## src/rtl/rv_regfile_pkg.sv

```systemverilog
// rtl/rv_regfile_pkg.sv - shared types and default sizes for the multi-port register file
package rv_regfile_pkg;

  localparam int XLEN_DEF  = 32;
  localparam int NREGS_DEF = 32;

  typedef enum logic {
    CLEAR = 1'b0,
    READY = 1'b1
  } clr_state_e;

endpackage

```

## src/rtl/regfile_clear_seq.sv

```systemverilog
// rtl/regfile_clear_seq.sv - post-reset clear sequencer: zeroes every register once, then raises ready
module regfile_clear_seq
  import rv_regfile_pkg::*;
#(
  parameter  int NREGS = NREGS_DEF,
  localparam int AW    = $clog2(NREGS)
) (
  input  logic          Clk,
  input  logic          Rst,
  output logic          clr_we_o,
  output logic [AW-1:0] clr_addr_o,
  output logic          ready_o
);

  clr_state_e    state_q, state_d;
  logic [AW-1:0] cnt_q, cnt_d;

  // State and counter registers; reset restarts the sweep from register 0
  always_ff @(posedge Clk) begin
    if (!Rst) begin
      state_q <= CLEAR;
      cnt_q   <= '0;
    end else begin
      state_q <= state_d;
      cnt_q   <= cnt_d;
    end
  end

  // Sweep one register per cycle; the counter parks at the last index instead of wrapping
  always_comb begin
    state_d    = state_q;
    cnt_d      = cnt_q;
    clr_we_o   = 1'b0;
    ready_o    = 1'b0;
    clr_addr_o = cnt_q;
    case (state_q)
      CLEAR: begin
        clr_we_o = 1'b1;
        if (cnt_q == AW'(NREGS - 1)) begin
          state_d = READY;
        end else begin
          cnt_d = cnt_q + AW'(1);
        end
      end
      READY: begin
        ready_o = 1'b1;
      end
      default: begin
        state_d = CLEAR;
      end
    endcase
  end

endmodule

```

## src/rtl/regfile_mp.sv

```systemverilog
// rtl/regfile_mp.sv - multi-read-port register file with x0 hardwired to zero; REGFILE_BYPASS_EN selects write-first reads
module regfile_mp
  import rv_regfile_pkg::*;
#(
  parameter  int XLEN  = XLEN_DEF,
  parameter  int NREGS = NREGS_DEF,
  parameter  int NRD   = 2,
  localparam int AW    = $clog2(NREGS)
) (
  input  logic              Clk,
  input  logic              Rst,
  input  logic [NRD*AW-1:0] rs_addr,
  output logic [NRD*XLEN-1:0] rs_data,
  input  logic              we,
  input  logic [AW-1:0]     wa,
  input  logic [XLEN-1:0]   wd,
  output logic              ready,
  output logic              wr_drop
);

  logic [XLEN-1:0] mem [NREGS];
  logic [XLEN-1:0] rd_q [NRD];
  logic [XLEN-1:0] rd_d [NRD];
  logic            clr_we;
  logic [AW-1:0]   clr_addr;
  logic            wr_commit;

  regfile_clear_seq #(
    .NREGS(NREGS)
  ) u_clear_seq (
    .Clk       (Clk),
    .Rst       (Rst),
    .clr_we_o  (clr_we),
    .clr_addr_o(clr_addr),
    .ready_o   (ready)
  );

  assign wr_commit = we && ready && (wa != '0);
  // Writes arriving before the clear finishes are lost; reset itself never reports a drop
  assign wr_drop   = Rst && we && !ready;

  // Storage: the clear sweep owns the array until ready, then normal writes take over
  always_ff @(posedge Clk) begin
    if (Rst) begin
      if (clr_we) begin
        mem[clr_addr] <= '0;
      end else if (wr_commit) begin
        mem[wa] <= wd;
      end
    end
  end

  // Next read data per port: zero while clearing or for x0, optional forwarding of a same-cycle write
  always_comb begin
    for (int i = 0; i < NRD; i++) begin
      rd_d[i] = '0;
      if (ready && (rs_addr[i*AW +: AW] != '0)) begin
        rd_d[i] = mem[rs_addr[i*AW +: AW]];
`ifdef REGFILE_BYPASS_EN
        if (wr_commit && (wa == rs_addr[i*AW +: AW])) begin
          rd_d[i] = wd;
        end
`endif
      end
    end
  end

  // Registered read ports
  always_ff @(posedge Clk) begin
    for (int i = 0; i < NRD; i++) begin
      if (!Rst) begin
        rd_q[i] <= '0;
      end else begin
        rd_q[i] <= rd_d[i];
      end
    end
  end

  // Pack the read ports onto the output bus
  always_comb begin
    rs_data = '0;
    for (int i = 0; i < NRD; i++) begin
      rs_data[i*XLEN +: XLEN] = rd_q[i];
    end
  end

endmodule
```

## config.mk

```make
export PLATFORM = sky130hd
export DESIGN_NAME = regfile_mp
export DESIGN_NICKNAME = d
export VERILOG_FILES = /design/src/rtl/rv_regfile_pkg.sv /design/src/rtl/regfile_clear_seq.sv /design/src/rtl/regfile_mp.sv
export SDC_FILE = /design/constraint.sdc
export NUM_CORES = 1
export LEC_CHECK = 0
export CAP_MARGIN = 20
export CORE_MARGIN = 2
export CORE_UTILIZATION = 53
export CTS_CLUSTER_SIZE = 28
export DETAILED_ROUTE_END_ITERATION = 6
export PLACE_DENSITY = 0.74
export SLEW_MARGIN = 10
export SYNTH_ARGS = -nofsm -noshare
export SYNTH_HDL_FRONTEND = slang
export SYNTH_SLANG_ARGS = --single-unit
```

## constraint.sdc

```tcl
create_clock -name Clk -period 10.75 [get_ports Clk]
set_clock_uncertainty 0.05 [all_clocks]
set_input_delay 1.075 -clock Clk [delete_from_list [all_inputs] [get_ports Clk]]
set_output_delay 1.075 -clock Clk [all_outputs]
set_load 0.05 [all_outputs]
```

==> impl_metrics.ini <==
[routing]
vias_per_cell = 7.388
routed-via-count = 28290
route.antenna.remaining_nets = 0
post-route-drc-count = 0
drt_pass1_iterations = 5
postRouteWirelength_um = 144200
detail_route.iter0.violations = 4217
route.detailed.wl_per_inst_um = 37.66

[pwr]
p_sw_share_pct = 21.16
vdd.ir_drop.worst_uv = 125.3
power.density_nw_per_um2 = 162.7
power.sequential.fraction_pct = 51.2
combPwrFrac_pct = 5.4
p_int_mw = 7.120
clkPwrFrac_pct = 43.4
p_sw_mw = 1.911
leakage_nw = 16.07

[flow_run]
max_cap_viol_count = 0

[logic_synthesis]
synth_top_cells_by_count = 1,024 x edfxtp_1, 449 x mux4_2, 254 x mux2i_1
yosysTopAreaCellShare_pct = 62.65
ys.flop_type = edfxtp_1
synth_top_cell_by_area = edfxtp_1
ys_ff_latch = 1094
ys_top_cells_by_area = edfxtp_1 63%, mux4_2 21%, mux2i_1 5.2%
synth_async_sr_flop_share_pct = 0
synth_fp_nets = 2478
synth.lib_cells_used.distinct = 49
post_synth_instance_area_sq_um = 49080
synth.avg_cell_area_sq_um = 20.23
seq_area_frac_synth_pct = 65.51
synth_edf_count = 1024
synth_most_common_cell = edfxtp_1
number_of_warnings_issued_by_yosys = 0
syn-instance-count = 2426

[placement]
port_buffers = 115
place_hpwl_um = 79640
detailed_place.area_sq_um = 51580
place.gp.congestion = 0.8448
pre_cts_ws_ns = 5.712

[cells_and_area]
nNetsFinal = 2600
final_layout_size_suffix_gt1_share_pct = 29.55
num-fill-cells = 6313
stdcell_area_sq_um = 55500
num_antenna_cells = 0
area_growth_pct = 13.07

[clocking]
cts_post_setup_buffers_inserted = 0
clock-sinks = 1094
clock_path_buffers = 3
clk_root_buffer_cell = clkbuf_16
tritoncts.num_buffers = 110
worstSkewPairLatency_ns = 0.68
cts_hold_repair.buffers = 0
h_tree_level_count = 3
ctsResizeCount = 0
cts_tree = done
path_clk_slew_ns = 0.06

[global_route]
grt.overflow.total = 0
number_of_global_route_vias_before_repair = 28660
all_layer_gr_usage_pct = 30.57
grt_start_max_net_pins = 104
antenna_found_initial = 9
first_pass_grt_wire_length_um = 204500

[floorplan]
ios = 116
die_span_x_um = 308.3
die_height_um = 308.3
fp.dieArea_sq_um = 95050
floorplan.rows = 111
core_area_sq_um = 91660
initial_utilization_pct = 53.54

[setup_path]
critPathKind = in2reg
critPathLaunchType = primary input
arrival_ns = 4.64
path_max_fanout = 19
worstSetupEndpointType = flip-flop
worst-r2r-cell-count = 5
crit_required_ns = 11.02

[timing]
unrepaired_setup_endpoints_after_global_routing = false
min_period_over_period_pct = 40.72
timing.final.crit_period_ns = 4.378
setup-tns-final_ns = 0
achievable-frequency_ghz = 0.2284
hold_violations = 0
timing.final.ws_setup_ns = 6.372
report.final.setup_viol = 0
number_of_pins_exceeding_their_max_slew_limit_in_the_final_report = 0
slew_headroom_pct = 20.79
max_slew.worst_pin.slew_ns = 1.188

[worst_hold_path]
hold_path_class = reg2reg
hold_depth = 2

[outcome]
status = finished clean
-- cells by family (layout without fill, tap and decap cells) --
family	Yosys count	after routing	synth area share, %
compound gates	276	276	4.902
simple gates	145	145	1.616
fa+ha+maj	2	2	0.05098
buf+inv	203	420	2.085
xor+xnor	3	3	0.05355
mux	703	703	25.78
flops	1094	1094	65.51
-- worst max-delay path, cell delays in order --
cell and delay (ns):
clkdlybuf4s50_1 0.86, nand3_1 0.36, a21o_1 0.35, a211o_1 0.55, nor2_4 0.81, buf_4 0.59
-- cells in the final DEF (no fill, tap or decap), types with 35 or more instances in the layout --
| cell type | synthesis | final |
|---|---|---|
| nor3_1 | 51 | 35 |
| clkbuf_16 | 0 | 111 |
| mux2i_1 | 254 | 254 |
| and2_1 | 36 | 35 |
| a22o_1 | 62 | 62 |
| clkdlybuf4s50_1 | 0 | 107 |
| dfxtp_1 | 70 | 70 |
| mux4_2 | 449 | 449 |
| o221ai_1 | 63 | 63 |
| buf_4 | 16 | 77 |
| edfxtp_1 | 1024 | 1024 |
-- power groups by stage --
stage	clock (mW)	combinational, mW	sequential, mW
2_1_floorplan	0	0.343	4.71
3_3_place_gp	0	0.472	4.71
3_5_place_dp	0	0.479	4.72
4_1_cts	3.94	0.481	4.63
5_1_grt	4.09	0.505	4.63
6_report	3.92	0.486	4.63
-- path summary, 6_finish.rpt --
check | start | to | slack, ns
setup / recovery | Rst | mem[21][24] | 6.37
hold / removal | u_clear_seq.clr_addr_o[1] | u_clear_seq.clr_addr_o[1] | 0.56
hold reg to reg | u_clear_seq.clr_addr_o[1] | u_clear_seq.clr_addr_o[1] | 0.56
setup reg to reg | u_clear_seq.state_q | mem[21][24] | 6.93
-- through the flow --
| stage | hold slack [ns] | total power [mW] | std cells | util (%) |
|---|---|---|---|---|
| 6_report | 0.5555 | 9.031 | 3829 | 60.54 |
| 5_1_grt | 0.5786 | 9.226 | 3829 | 60.54 |
| 4_1_cts | 0.5513 | 9.046 | 3815 | 60.31 |
| 3_5_place_dp | 0.5428 | 5.196 | 3608 | 56.27 |
| 3_3_place_gp | 0.5172 | 5.186 | 3606 | 56.25 |
| 2_1_floorplan | 0.4752 | 5.055 | 2426 | - |
-- sequential cells by signal, indices dropped and copies added (netlist names) --
name / cells
rd_q: 64
mem: 1024
u_clear_seq.state_q: 1
u_clear_seq.clr_addr_o: 5
-- final cells by class --
class,count,area (sq um),area share [%]
clock buffer,157,3100,5.587
timing repair buffer,206,1983,3.574
multi-input combinational,1129,16150,29.10
sequential,1094,32150,57.93
inverter,7,26.28,0.04735
tap,1186,1484,2.674
clock inverter,50,601.8,1.084
-- layer usage --
metal | vias up | routed length [um] | GRT usage [%] | share of wire, %
met5 | - | 42 | 0 | 0.029
met2 | 2332 | 64300 | 45.31 | 45
met1 | 14710 | 51440 | 42.82 | 36
met3 | 400 | 21370 | 8.871 | 15
li1 | 10840 | - | - | -
met4 | 8 | 7063 | 12.82 | 4.9
Power figures use the tool's default switching activity.
